--- config.mk ---
export PLATFORM = sky130hd
export DESIGN_NAME = sobel_window_sequencer
export DESIGN_NICKNAME = d
export VERILOG_FILES = /design/src/rtl/sobel_window_sequencer.sv
export SDC_FILE = /design/constraint.sdc
export NUM_CORES = 1
export LEC_CHECK = 0
export BUFFER_PORTS_ARGS = -buffer_cell sky130_fd_sc_hd__buf_2
export CAP_MARGIN = 20
export CORE_AREA = 4 4 138 140
export DETAILED_ROUTE_END_ITERATION = 6
export DIE_AREA = 0 0 142 144
export PLACE_DENSITY = 0.67
export SYNTH_ARGS = -nofsm -noshare
export SYNTH_HDL_FRONTEND = slang
export SYNTH_SLANG_ARGS = --single-unit
--- constraint.sdc ---
create_clock -name clk -period 12.8 [get_ports clk]
set_input_delay 1.28 -clock clk [delete_from_list [all_inputs] [get_ports clk]]
set_output_delay 1.28 -clock clk [all_outputs]
set_load 0.005 [all_outputs]
--- src/rtl/sobel_window_sequencer.sv ---
// sobel_window_sequencer
// Walks an IMG_W x IMG_H greyscale image in raster order. For every interior
// pixel it reads the 3x3 neighbourhood through the arbiter read port, forms
// the saturated Sobel magnitude |Gx|+|Gy| and writes one result pixel through
// the arbiter write port. A read and a write are never requested together.
//
// Optional build macro: SOBEL_THRESH_EN
//   defined   -> each written pixel is binarised: 255 if magnitude >= THRESH,
//                else 0
//   undefined -> the saturated magnitude is written and THRESH has no effect
module sobel_window_sequencer #(
  parameter int IMG_W  = 16,
  parameter int IMG_H  = 16,
  parameter int ADDR_W = 8,
  parameter int THRESH = 128
) (
  input  logic              clk,
  input  logic              rst,
  input  logic              start,
  input  logic              busy,
  input  logic [7:0]        data_r,
  input  logic              write_done,
  output logic              start_read,
  output logic [ADDR_W-1:0] addr_r_mc,
  output logic              start_write,
  output logic [ADDR_W-1:0] addr_w_mc,
  output logic [7:0]        data_w,
  output logic              active,
  output logic              frame_done
);

  typedef enum logic [2:0] {
    IDLE  = 3'd0,
    READ  = 3'd1,
    CALC  = 3'd2,
    WRITE = 3'd3,
    DONE  = 3'd4
  } state_t;

`ifdef SOBEL_THRESH_EN
  localparam bit THRESH_EN = 1'b1;
`else
  localparam bit THRESH_EN = 1'b0;
`endif

  localparam logic [ADDR_W-1:0] ONE    = ADDR_W'(1);
  localparam logic [ADDR_W-1:0] W_L    = ADDR_W'(IMG_W);
  localparam logic [ADDR_W-1:0] C_LAST = ADDR_W'(IMG_W - 2);
  localparam logic [ADDR_W-1:0] R_LAST = ADDR_W'(IMG_H - 2);
  localparam logic [11:0]       THR_L  = 12'(THRESH);

  state_t            state;
  state_t            state_nxt;
  logic [ADDR_W-1:0] r;
  logic [ADDR_W-1:0] c;
  logic [3:0]        k;
  logic [7:0]        p [0:8];

  logic [3:0]        win_off_k;
  logic [ADDR_W-1:0] row_sel;
  logic [ADDR_W-1:0] col_sel;
  logic [ADDR_W-1:0] rd_addr;
  logic [ADDR_W-1:0] wr_addr;

  logic [9:0]        sx_pos;
  logic [9:0]        sx_neg;
  logic [9:0]        sy_pos;
  logic [9:0]        sy_neg;
  logic signed [10:0] gx;
  logic signed [10:0] gy;
  logic [11:0]       mag;
  logic [7:0]        mag_sat;
  logic [7:0]        pix_out;

  // Window index k -> {row offset, column offset}, each 0..2
  function automatic logic [3:0] win_off(input logic [3:0] kk);
    case (kk)
      4'd0:    return {2'd0, 2'd0};
      4'd1:    return {2'd0, 2'd1};
      4'd2:    return {2'd0, 2'd2};
      4'd3:    return {2'd1, 2'd0};
      4'd4:    return {2'd1, 2'd1};
      4'd5:    return {2'd1, 2'd2};
      4'd6:    return {2'd2, 2'd0};
      4'd7:    return {2'd2, 2'd1};
      default: return {2'd2, 2'd2};
    endcase
  endfunction

  // Absolute value of an 11-bit gradient; the largest magnitude is 1020
  function automatic logic [9:0] abs11(input logic signed [10:0] v);
    return 10'(v[10] ? -v : v);
  endfunction

  // Clamp the 12-bit magnitude to the 8-bit pixel range
  function automatic logic [7:0] sat8(input logic [11:0] m);
    return (m > 12'd255) ? 8'hFF : m[7:0];
  endfunction

  // Binarise a saturated magnitude against THRESH
  function automatic logic [7:0] binarise(input logic [7:0] m);
    return ({4'd0, m} >= THR_L) ? 8'hFF : 8'h00;
  endfunction

  // Read and write addresses for the current window position
  always_comb begin
    win_off_k = win_off(k);
    row_sel   = r - ONE + {{(ADDR_W-2){1'b0}}, win_off_k[3:2]};
    col_sel   = c - ONE + {{(ADDR_W-2){1'b0}}, win_off_k[1:0]};
    rd_addr   = row_sel * W_L + col_sel;
    wr_addr   = r * W_L + c;
  end

  // Sobel gradients from the captured window, saturated and optionally binarised
  always_comb begin
    sx_pos  = {2'b00, p[2]} + {1'b0, p[5], 1'b0} + {2'b00, p[8]};
    sx_neg  = {2'b00, p[0]} + {1'b0, p[3], 1'b0} + {2'b00, p[6]};
    sy_pos  = {2'b00, p[6]} + {1'b0, p[7], 1'b0} + {2'b00, p[8]};
    sy_neg  = {2'b00, p[0]} + {1'b0, p[1], 1'b0} + {2'b00, p[2]};
    gx      = $signed({1'b0, sx_pos}) - $signed({1'b0, sx_neg});
    gy      = $signed({1'b0, sy_pos}) - $signed({1'b0, sy_neg});
    mag     = {2'b00, abs11(gx)} + {2'b00, abs11(gy)};
    mag_sat = sat8(mag);
    pix_out = THRESH_EN ? binarise(mag_sat) : mag_sat;
  end

  // State register
  always_ff @(posedge clk) begin
    if (rst) begin
      state <= IDLE;
    end else begin
      state <= state_nxt;
    end
  end

  // Next state and request outputs; requests depend on state only
  always_comb begin
    state_nxt   = state;
    start_read  = 1'b0;
    addr_r_mc   = '0;
    start_write = 1'b0;
    addr_w_mc   = '0;
    active      = (state != IDLE);
    frame_done  = 1'b0;
    case (state)
      IDLE: begin
        if (start) state_nxt = READ;
      end
      READ: begin
        start_read = 1'b1;
        addr_r_mc  = rd_addr;
        if (!busy && (k == 4'd8)) state_nxt = CALC;
      end
      CALC: begin
        state_nxt = WRITE;
      end
      WRITE: begin
        start_write = 1'b1;
        addr_w_mc   = wr_addr;
        if (write_done) begin
          if ((c < C_LAST) || (r < R_LAST)) state_nxt = READ;
          else                              state_nxt = DONE;
        end
      end
      DONE: begin
        frame_done = 1'b1;
        state_nxt  = IDLE;
      end
      default: state_nxt = IDLE;
    endcase
  end

  // Window capture, result register and raster position counters
  always_ff @(posedge clk) begin
    if (rst) begin
      r      <= ONE;
      c      <= ONE;
      k      <= '0;
      data_w <= '0;
      for (int i = 0; i < 9; i++) p[i] <= '0;
    end else begin
      case (state)
        READ: begin
          if (!busy) begin
            p[k] <= data_r;
            k    <= (k == 4'd8) ? 4'd0 : k + 4'd1;
          end
        end
        CALC: begin
          data_w <= pix_out;
        end
        WRITE: begin
          if (write_done) begin
            if (c < C_LAST) begin
              c <= c + ONE;
            end else if (r < R_LAST) begin
              c <= ONE;
              r <= r + ONE;
            end else begin
              // Frame complete: park at the first interior pixel for the next frame
              c <= ONE;
              r <= ONE;
            end
          end
        end
        default: ;
      endcase
    end
  end

endmodule
==> flow_summary.rst, run 1 <==
.. list-table::
   :header-rows: 1

   * - Metric
     - Value
   * - Run status
     - completed
   * - Synthesized flop and latch total
     - 99
   * - Post-synthesis instance total
     - 797
   * - Crit-path max FO
     - 9
   * - Core area
     - 0.0178 mm²
   * - Final #Nets
     - 982
   * - Clock buffers created by TritonCTS
     - 9
   * - Vertical die dimension
     - 144 µm
   * - Endpoint arrival time on the critical path
     - 6.11 ns
   * - Leak Pwr
     - 3.94 nW
   * - Yosys warning count
     - 0
   * - Worst vdd rail ir drop
     - 379 µV
   * - Setup TNS
     - 0 ns
   * - Syn_nets
     - 940
   * - Number of resized instances in the post-cts repair step
     - 0
   * - M1 wire length
     - 7.71 mm
   * - Logic gate share of total power
     - 64.6%
   * - Total congestion overflow
     - 0
   * - Slew margin rel.
     - 42.4%
   * - Hold_buf cts
     - 0
   * - First-pass GRT wire length
     - 26.0 mm
   * - Final clock period utilization by the worst path
     - 45.7%
   * - Clock power frac
     - 15.2%
   * - Type of destination of the critical path
     - flop
   * - Most frequent standard cell in the layout excluding fill and tap cells
     - inv_1
   * - Area growth from synthesis to final layout
     - 9.32%
   * - DR vias/cell
     - 4.84
   * - CP Class
     - reg2reg
   * - PortBufs
     - 40
   * - Average instance area after synthesis
     - 9.91 µm²
   * - Post-synth ARST share
     - 0%
   * - Final Critical Period
     - 5.85 ns
   * - DR top layer
     - met4
   * - EDFF count, synth
     - 64
   * - WP data required
     - 13.06 ns
   * - Power spent charging and discharging nets
     - 0.000791 W
   * - Maximum clock insertion buffer count
     - 2
   * - Clk_lat worst skew
     - 0.36 ns
   * - DRT Pass-1 Iters
     - 4
   * - Worst Max-Slew Pin Slew
     - 0.860 ns
   * - WL met3
     - 653 µm
   * - Power Density
     - 207 mW/mm²
   * - GR Util All Layers
     - 16.4%
   * - Maximum number of pins on one net before global-route repair
     - 30
   * - Main synth FF type
     - edfxtp_1
   * - Die footprint
     - 0.0204 mm²
   * - DRC errors left
     - 0
   * - Worst hold path type
     - reg2reg
   * - Number of routed nets with antenna violations
     - 0
   * - HPWL after DPL
     - 12.7 mm
   * - Clock tree from TritonCTS
     - built
   * - Die outline width
     - 142 µm
   * - CTS H-tree depth
     - 3
   * - Sequential share of the synthesized area
     - 33.2%
   * - Commonest cells after routing, fill and taps aside
     - inv_1, nor2_1, and2_1, fa_1
   * - Netlist cell types
     - 56
   * - Setup repair after global routing missed its margin
     - no
   * - Clock Sink Count
     - 99
   * - Critical path launch point type
     - flop
   * - GPL Wtd Cong
     - 0.858
   * - Num rows
     - 49
   * - Sequential Power Share
     - 20.2%
   * - Library cell used as clock root buffer
     - clkbuf_16
   * - Post-Syn Area
     - 0.00790 mm²
   * - Endpoints failing setup
     - 0
   * - Total wire length
     - 16.0 mm
   * - Internal
     - 0.000994 W
   * - Max Clock Freq
     - 171 MHz
   * - Clock-pin slew on the worst setup and hold paths
     - 0.07 ns
   * - Diodes inserted
     - 0
   * - Max-slew violation count
     - 0
   * - # IOs
     - 41
   * - Max capacitance violation total
     - 0
   * - Final hold violation count
     - 0
   * - Antenna violations before repair
     - 0
   * - Number of buffers inserted to repair setup after CTS
     - 0
   * - Average routed wire per standard cell
     - 14.9 µm
   * - Count of vias placed by the detailed router
     - 5198
   * - Final worst clock skew
     - 0.00920 ns
   * - Length of routed met2 wiring
     - 7.52 mm
   * - Net switching fraction of the power
     - 44.3%
   * - Worst slack on hold paths
     - 0.495 ns
   * - Via count of the first global-routing pass
     - 5171
   * - Initial Util
     - 44.3%
   * - Layout cell share with drive strength beyond 1
     - 9.24%
   * - Number of DRC markers in iteration 0
     - 193
==> flip-flops by register name, indices dropped and copies added, names as in the netlist, named ones only <==
register / flops
p: 64
c: 8
data_w: 8
r: 8
k: 4
state: 3
==> per-stage QoR <==
stage,instances,instance area (µm²),util (%),worst slack (ns),total power (W)
after CTS,1072,8630,48.3,6.95,0.00179
final,1073,8630,48.4,6.95,0.00179
after global routing,1073,8630,48.4,6.58,0.00195
after global placement,1056,8330,46.7,7.16,0.00150
after detailed placement,1056,8330,46.7,6.99,0.00151
after floorplan,797,7900,-,7.36,0.00131
==> final cells by class <==
type,instances,area [µm²]
Fill cell,1631,9210
Multi-Input combinational cell,516,4580
Sequential cell,99,2620
Inverter,172,646
Tap cell,229,287
Clock buffer,9,225
Timing Repair Buffer,41,208
Clock inverter,7,66.3
==> critical path, cell delays in order, from the launching register on <==
cell	delay, ns
edfxtp_1	0.44
fa_1	0.55
inv_1	0.05
fa_1	0.47
fa_1	0.55
inv_1	0.04
ha_1	0.34
a2111oi_0	0.40
o21ai_1	0.16
a31o_1	0.23
a21o_1	0.27
mux2_1	0.41
fa_1	0.47
a21o_1	0.20
a21oi_1	0.26
o21ai_0	0.15
and3_1	0.20
a21o_1	0.26
a311oi_1	0.29
==> kinds of logic (layout without fill, tap and decap cells) <==
logic type,Yosys count,in the layout,synth area share (%)
and+or+nand+nor,236,236,16.7
AOI/OAI and AO/OA,92,92,7.84
xor gates and xnor gates,52,52,5.77
buffers and inverters,182,229,8.81
muxes,6,6,0.840
adders and majority gates,130,130,26.9
DFF,99,99,33.2
==> power by group through the flow <==
stage / clock (W) / combinational (W) / sequential [W]
after CTS: 0.000277 / 0.00115 / 0.000360
after global routing: 0.000292 / 0.00130 / 0.000362
final: 0.000272 / 0.00115 / 0.000360
after global placement: 0 / 0.00114 / 0.000367
after floorplan: 0 / 0.000949 / 0.000366
after detailed placement: 0 / 0.00115 / 0.000367
==> synthesized netlist by cell type (7+ instances only) <==
cell | instances | share of area [%]
o21ai_0 | 7 | 0.44
a21oi_1 | 23 | 1.5
nor2_1 | 70 | 3.3
nand2b_1 | 11 | 0.87
a21o_1 | 13 | 1.2
a31oi_1 | 11 | 0.87
edfxtp_1 | 64 | 24
xor2_1 | 19 | 2.1
dfxtp_1 | 35 | 8.9
and3_1 | 11 | 0.87
xnor2_1 | 33 | 3.7
and2_1 | 68 | 5.4
nand2_1 | 20 | 0.95
fa_1 | 66 | 17
nand3_1 | 8 | 0.51
inv_1 | 170 | 8.1
ha_1 | 64 | 10
==> final timing paths <==
kind                            startpoint        end  slack [ns]  depth (start not counted)
worst max-delay path               p[8][7]  data_w[1]        6.95                         18
worst min-delay path             data_w[0]  data_w[0]        0.49                          2
worst max register to register     p[8][7]  data_w[1]        6.95                         18
worst min register to register   data_w[0]  data_w[0]        0.49                          2
==> routing by layer <==
| layer | vias up | global-route usage, % |
|---|---|---|
| met4 | 0 | 3.84 |
| met3 | 4 | 3.37 |
| met1 | 2482 | 22.6 |
| met2 | 65 | 26.8 |
| met5 | - | 0 |
| li1 | 2647 | - |
(Power assumes the default switching activity.)
==> inputs of run 2 (changes only) <==
Settings changed: ABC_AREA set to 1, CORE_AREA 4 4 138 140 to 4 4 140 142, DIE_AREA 0 0 142 144 to 0 0 144 146.
Clock period 12.8 ns to 5.5 ns, I/O delays scaled along.
==> run 2 against run 1 <==
  * Sequential share of layout area is 1.0 points lower
  * Via count is 14% higher
  * Die area is 2.8% higher
  * Register-to-register slack worse by 6.5 ns
  * Clock skew is 0.0029 ns higher
  * Synthesized cell count is 22% higher
  * Critical path depth is 7 higher
  * Combinational power grew to 2.8 times the previous value
  * Worst hold slack worse by 0.049 ns
  * Maximum frequency is 16% higher
  * Largest power group unchanged
  * Highest routed layer unchanged
==> flow_summary.rst, run 2 <==
.. list-table::
   :header-rows: 1

   * - Metric
     - Value
   * - Max Clock Freq
     - 198 MHz
   * - Parity-gate share of the synthesized area counting xor and xnor cells
     - 3.01%
   * - Final #Nets
     - 1164
   * - Worst slack after detailed placement
     - 0.277 ns
   * - Yosys top cell area share
     - 23.7%
   * - Slowest library cell on the worst path
     - fa_1
   * - Register-to-register setup slack
     - 0.45 ns
   * - Most Crowded Layer GR
     - met2
   * - HPWL after DPL
     - 13.4 mm
   * - Share of the core filled with cells in the final layout
     - 48.5%
   * - Max-slew violation count
     - 0
   * - Netlist cell types
     - 45
   * - Multiplexer area fraction after synthesis
     - 0%
   * - Total wire length
     - 16.3 mm
   * - Synthesized-area fraction occupied by and/or/nand/nor cells
     - 21.3%
   * - Worst-case reg-to-reg path depth
     - 25
   * - Core area
     - 0.0185 mm²
   * - Leak Pwr
     - 4.49 nW
   * - R2R Path End
     - data_w[7]
   * - Final hold violation count
     - 0
   * - Clk_lat worst skew
     - 0.36 ns
   * - Yosys warning count
     - 0
   * - Most used cell, CP
     - nand2_1
   * - Hold_buf cts
     - 0
   * - Vertical die dimension
     - 146 µm
   * - Endpoints failing setup
     - 0
   * - Final clock period utilization by the worst path
     - 91.8%
   * - Post-synthesis share of cell area spent on full adders, half adders and majority gates
     - 26.1%
   * - Synthesized flop and latch total
     - 99
   * - Initial Util
     - 44.0%
   * - Maximum number of pins on one net before global-route repair
     - 19
   * - Area used by multi-input combinational logic
     - 0.00453 mm²
   * - PortBufs
     - 40
   * - Crit-path max cell delay
     - 0.54 ns
   * - Compound-cell area share of the yosys netlist
     - 4.92%
   * - DRT Pass-1 Iters
     - 5
   * - EDFF count, synth
     - 64
   * - Worst hold path type
     - reg2reg
   * - Library cell used as clock root buffer
     - clkbuf_16
   * - Power Density
     - 528 mW/mm²
   * - Sequential cell area
     - 0.00262 mm²
   * - Worst hold stages
     - 2
   * - First-pass GRT wire length
     - 28.3 mm
   * - Antenna violations before repair
     - 0
   * - Commonest cells after routing, fill and taps aside
     - inv_1, nand2_1, nor2_1, fa_1
   * - Startpoint of the worst-slack reg-to-reg timing path
     - p[6][3]
   * - Number of routed nets with antenna violations
     - 0
   * - Run status
     - completed
   * - Total power
     - 0.00472 W
   * - Layout cell share with drive strength beyond 1
     - 9.75%
   * - Slew margin rel.
     - 50.1%
   * - Routing usage on met3
     - 2.43%
   * - Main combinational cell family by area after synthesis
     - adder cells
   * - DRC errors left
     - 0
   * - Register with the most flip-flops
     - p
   * - Worst vdd rail ir drop
     - 450 µV
   * - Number of DRC markers in iteration 0
     - 448
   * - Maximum clock insertion buffer count
     - 2
   * - Crit-path max FO
     - 8
   * - Max capacitance violation total
     - 0
   * - Area growth from synthesis to final layout
     - 10.2%
   * - Endpoint, Worst Hold
     - r[6]
   * - Min setup slack post-route
     - 0.449 ns
   * - Die outline width
     - 144 µm
   * - Top cells by instance count after synthesis
     - inv_1, nand2_1, nor2_1
   * - Worst Max-Slew Pin Slew
     - 0.746 ns
   * - Count of vias placed by the detailed router
     - 5948
   * - Average routed wire per standard cell
     - 13.0 µm
   * - Met2 routing resource usage after global routing
     - 26.9%
   * - GPL Wtd Cong
     - 0.823
   * - Via count of the first global-routing pass
     - 5981
   * - Number of buffers and inverters on the critical path
     - 5
   * - Clock tree from TritonCTS
     - built
   * - Most frequent standard cell in the layout excluding fill and tap cells
     - inv_1
   * - Type of destination of the critical path
     - flop
   * - DR vias/cell
     - 4.72
   * - Post-Syn Area
     - 0.00812 mm²
   * - CTS H-tree depth
     - 3
   * - Main synth FF type
     - edfxtp_1
   * - CP Class
     - reg2reg
   * - Max FFs per register
     - 64
   * - Average instance area after synthesis
     - 8.35 µm²
   * - Clock-pin slew on the worst setup and hold paths
     - 0.07 ns
   * - Number of filler instances in the final layout
     - 1753
   * - Synth area leader
     - edfxtp_1
   * - Setup TNS
     - 0 ns
   * - Diodes inserted
     - 0
   * - Post-synthesis instance total
     - 972
   * - Worst min-delay path startpoint
     - r[6]
   * - WP data required
     - 5.74 ns
   * - Ranking of synthesized cells by area
     - edfxtp_1, fa_1, inv_1, ha_1, dfxtp_1
   * - Sequential share of the synthesized area
     - 32.3%
   * - Total congestion overflow
     - 0
   * - Setup repair after global routing missed its margin
     - no
   * - Endpoint arrival time on the critical path
     - 5.29 ns
   * - Final Critical Period
     - 5.05 ns
   * - Cell family with the largest share of critical-path delay
     - adder cells
   * - Met1 routing resource usage after global routing
     - 23.3%
   * - Clock buffers created by TritonCTS
     - 9
   * - Most frequently used cell type in the post-synthesis netlist
     - inv_1
   * - Final worst clock skew
     - 0.0121 ns
   * - GR Util All Layers
     - 16.5%
   * - Num rows
     - 50
   * - Syn_nets
     - 1115
   * - Critical path launch point type
     - flop
   * - # IOs
     - 41
   * - Die footprint
     - 0.0210 mm²
   * - Post-synth ARST share
     - 0%
   * - Clock Sink Count
     - 99
-- run 2: cells by family after synthesis --
group | Yosys count
AND/OR/NAND/NOR | 387
XOR/XNOR | 27
buffers and inverters | 261
flip-flops | 99
AO/OA/AOI/OAI | 68
adder cells (fa/ha/maj) | 130
-- run 2: where the power goes --
part	switching, W	leakage (nW)	internal, W
sequential	0.0000216	0.945	0.000826
combinational	0.00204	3.40	0.00118
clock	0.000298	0.145	0.000360
-- run 2: worst max path at each step --
stage / slack (ns) / startpoint / depth (start not counted) / end
after floorplan: 0.89 / p[0][5] / 24 / data_w[7]
after global placement: 0.33 / p[8][3] / 25 / data_w[7]
after detailed placement: 0.28 / p[6][3] / 26 / data_w[7]
after CTS: 0.25 / p[6][3] / 26 / data_w[7]
after global routing: 0.02 / p[0][3] / 27 / data_w[5]
final: 0.45 / p[6][3] / 25 / data_w[7]
-- run 2: cell type report --
class / count / area share (%)
tap: 234 / 3.27
clock inverter: 7 / 0.923
clock buffer: 9 / 2.52
sequential: 99 / 29.3
inverter: 256 / 10.8
timing repair buffer: 43 / 2.49
multi-input combinational: 612 / 50.7
-- run 2: metrics by stage --
step | hold WS, ns | cell area (µm²) | cells
floorplan | 0.418 | 8120 | 972
global placement | 0.432 | 8580 | 1241
detailed placement | 0.436 | 8580 | 1241
CTS | 0.447 | 8890 | 1257
global route | 0.481 | 8940 | 1260
finish | 0.446 | 8940 | 1260
-- run 2: worst register-to-register path: cells and delay by family, from the launching register on --
family	cells	cell delay [ns]
adder cells (fa/ha/maj)	5	2.39
AND/OR/NAND/NOR	12	1.04
buffers and inverters	5	0.43
AO/OA/AOI/OAI	2	0.43
flip-flops	1	0.40
XOR/XNOR	1	0.24
-- run 2: routing by layer --
metal | share of wire [%] | wire length, µm
met5 | 0 | 0
met4 | 1.1 | 182
met3 | 3.9 | 645
met2 | 47 | 7700
met1 | 48 | 7800
-- run 2: timing repair --
item,in CTS,in global routing
buffers inserted,0,3
endpoints found under the setup margin,0,8
gates resized for setup,0,5
==> inputs of run 3 (changes only) <==
Settings changed: PLACE_DENSITY 0.67 to 0.69.
Clock period 5.5 ns to 4.51 ns, I/O delays scaled along.
==> run 3 against run 2 <==
  * The run now ends with negative setup slack left
  * Critical endpoint is now data_w[3]
  * Sequential cell count unchanged
  * Critical path type unchanged
  * Cell count up 8.1%
  * Clock-buffer cell count unchanged
  * Sequential share of layout area down 3.6 points
  * Maximum frequency up 6.5%
  * Worst setup slack worse by 0.68 ns
  * Clock skew about the same
  * Wire length up 13%
  * Design area up 14%
  * Core utilization up 6.9 points
  * Sequential power up 23%
  * Critical path depth down 4
==> flow_summary.rst, run 3 (same netlist as run 2, synthesis figures left out) <==
.. list-table::
   :header-rows: 1

   * - Metric
     - Value
   * - Worst vdd rail ir drop
     - 848 µV
   * - DRT Pass-1 Iters
     - 5
   * - Clk_lat worst skew
     - 0.36 ns
   * - Total congestion overflow
     - 0
   * - Cell family with the largest share of critical-path delay
     - adder cells
   * - Final hold violation count
     - 0
   * - Maximum number of pins on one net before global-route repair
     - 19
   * - Cell area after placement
     - 0.00925 mm²
   * - Critical path launch point type
     - flop
   * - Clock tree from TritonCTS
     - built
   * - GR Util All Layers
     - 18.0%
   * - Max-slew violation count
     - 0
   * - Area of all placed cells without fillers
     - 0.0102 mm²
   * - HPWL after DPL
     - 14.2 mm
   * - Area used by multi-input combinational logic
     - 0.00504 mm²
   * - Layout cell share with drive strength beyond 1
     - 27.6%
   * - Die footprint
     - 0.0210 mm²
   * - Power Density
     - 861 mW/mm²
   * - Endpoints failing setup
     - 8
   * - Max Clock Freq
     - 211 MHz
   * - Type of destination of the critical path
     - flop
   * - Min setup slack post-route
     - -0.234 ns
   * - Average routed wire per standard cell
     - 13.5 µm
   * - Setup repair after global routing missed its margin
     - yes
   * - Slew margin rel.
     - 52.6%
   * - Count of vias placed by the detailed router
     - 6523
   * - Total wire length
     - 18.4 mm
   * - Crit-path max FO
     - 8
   * - Cell Chain, Critical Path
     - buf_6, fa_1, fa_1, fa_2, inv_2, fa_2, nand2_1, nor2_1, nand3_1, nor2_2, nor2_1, xnor2_1, ha_1, nand2_4, nor2_4, nor2_4, nand2_4, xor2_4, nand4_1, nand2_1, inv_1
   * - Violated checks
     - negative setup slack
   * - DR vias/cell
     - 4.79
   * - Number of buffers and inverters on the critical path
     - 3
   * - Commonest cells after routing, fill and taps aside
     - inv_1, nor2_1, nand2_1, buf_4, edfxtp_1
   * - Final Critical Period
     - 4.74 ns
   * - Number of filler instances in the final layout
     - 1582
   * - DRC errors left
     - 0
   * - Clock Sink Count
     - 99
   * - Antenna violations before repair
     - 0
   * - Area growth from synthesis to final layout
     - 25.8%
   * - Run status
     - complete, but fails checks
   * - Slowest library cell on the worst path
     - fa_2
   * - Worst slack on hold paths
     - 0.443 ns
   * - Worst Max-Slew Pin Slew
     - 0.708 ns
   * - Sequential cell area
     - 0.00262 mm²
   * - Maximum clock insertion buffer count
     - 2
   * - Max capacitance violation total
     - 0
   * - Via count of the first global-routing pass
     - 6521
   * - Leak Pwr
     - 5.01 nW
   * - Final worst clock skew
     - 0.0123 ns
   * - Worst hold path type
     - reg2reg
   * - Most frequent standard cell in the layout excluding fill and tap cells
     - inv_1
   * - Clock buffers created by TritonCTS
     - 9
   * - Crit-path max cell delay
     - 0.60 ns
   * - Die outline width
     - 144 µm
   * - Num rows
     - 50
   * - Vertical die dimension
     - 146 µm
   * - GPL Wtd Cong
     - 0.879
   * - WP data required
     - 4.78 ns
   * - Register with the most flip-flops
     - p
   * - First-pass GRT wire length
     - 30.7 mm
   * - Final clock period utilization by the worst path
     - 105%
   * - Number of routed nets with antenna violations
     - 0
   * - Max FFs per register
     - 64
   * - # IOs
     - 41
   * - CP Class
     - reg2reg
   * - Clock-pin slew on the worst setup and hold paths
     - 0.08 ns
   * - Number of DRC markers in iteration 0
     - 331
   * - Endpoint arrival time on the critical path
     - 5.01 ns
   * - Final #Nets
     - 1266
   * - Initial Util
     - 44.0%
   * - Share of the core filled with cells in the final layout
     - 55.3%
   * - Hold_buf cts
     - 0
   * - Library cell used as clock root buffer
     - clkbuf_16
   * - Core area
     - 0.0185 mm²
   * - PortBufs
     - 40
   * - Diodes inserted
     - 0
   * - CTS H-tree depth
     - 3
[run 3: final cells by class]
type / count / share of cell area, %
Clock inverter: 7 / 0.588
Clock buffer: 9 / 2.21
Sequential cell: 99 / 25.7
Tap cell: 234 / 2.87
Inverter: 256 / 9.52
Multi-Input combinational cell: 612 / 49.4
Timing Repair Buffer: 145 / 9.75
[run 3: path summary, 6_finish.rpt]
| check | from | end | slack, ns | cells after the start |
|---|---|---|---|---|
| worst min-delay path | r[7] | r[7] | 0.44 | 2 |
| worst max-delay path | p[2][2] | data_w[3] | -0.23 | 21 |
| worst min register to register | r[7] | r[7] | 0.44 | 2 |
| worst max register to register | p[2][2] | data_w[3] | -0.23 | 21 |
[run 3: metal layers]
metal  GRT usage (%)  part of all wire (%)  up-vias
met5               0                     0        -
met4            5.46                   1.6        0
met3            2.56                   3.4       23
met2            30.2                    51      121
met1            24.2                    44     3088
li1                -                     -     3291
[run 3: power breakdown]
part	internal, W	switching (W)	total (W)	leakage (nW)
logic	0.00335	0.00366	0.00701	3.93
clock network	0.000383	0.000370	0.000754	0.132
registers	0.00101	0.0000282	0.00104	0.945
[run 3: tightest hold or removal path: stages (launching register included)]
cell and delay, ns:
dfxtp_1 0.32, nand2_1 0.06, nor2_1 0.03
[run 3: per-stage QoR]
| step | cells | TNS, ns | total power (W) | setup WS, ns |
|---|---|---|---|---|
| 6_report | 1362 | -1.81 | 0.00880 | -0.234 |
| 5_1_grt | 1362 | -3.85 | 0.00953 | -0.505 |
| 4_1_cts | 1357 | -1.70 | 0.00770 | -0.244 |
| 3_5_place_dp | 1316 | -2.79 | 0.00616 | -0.366 |
| 3_3_place_gp | 1316 | -1.82 | 0.00609 | -0.249 |
| 2_1_floorplan | 972 | 0 | 0.00434 | 0.00132 |
[run 3: what timing repair did]
action                                  in CTS  in global routing
cloned                                       1                  0
buffers inserted                            25                  5
endpoints found under the setup margin       8                  8
pin swaps                                   77                 65
resized for setup                           57                 68
hold endpoints to repair                     0                  0
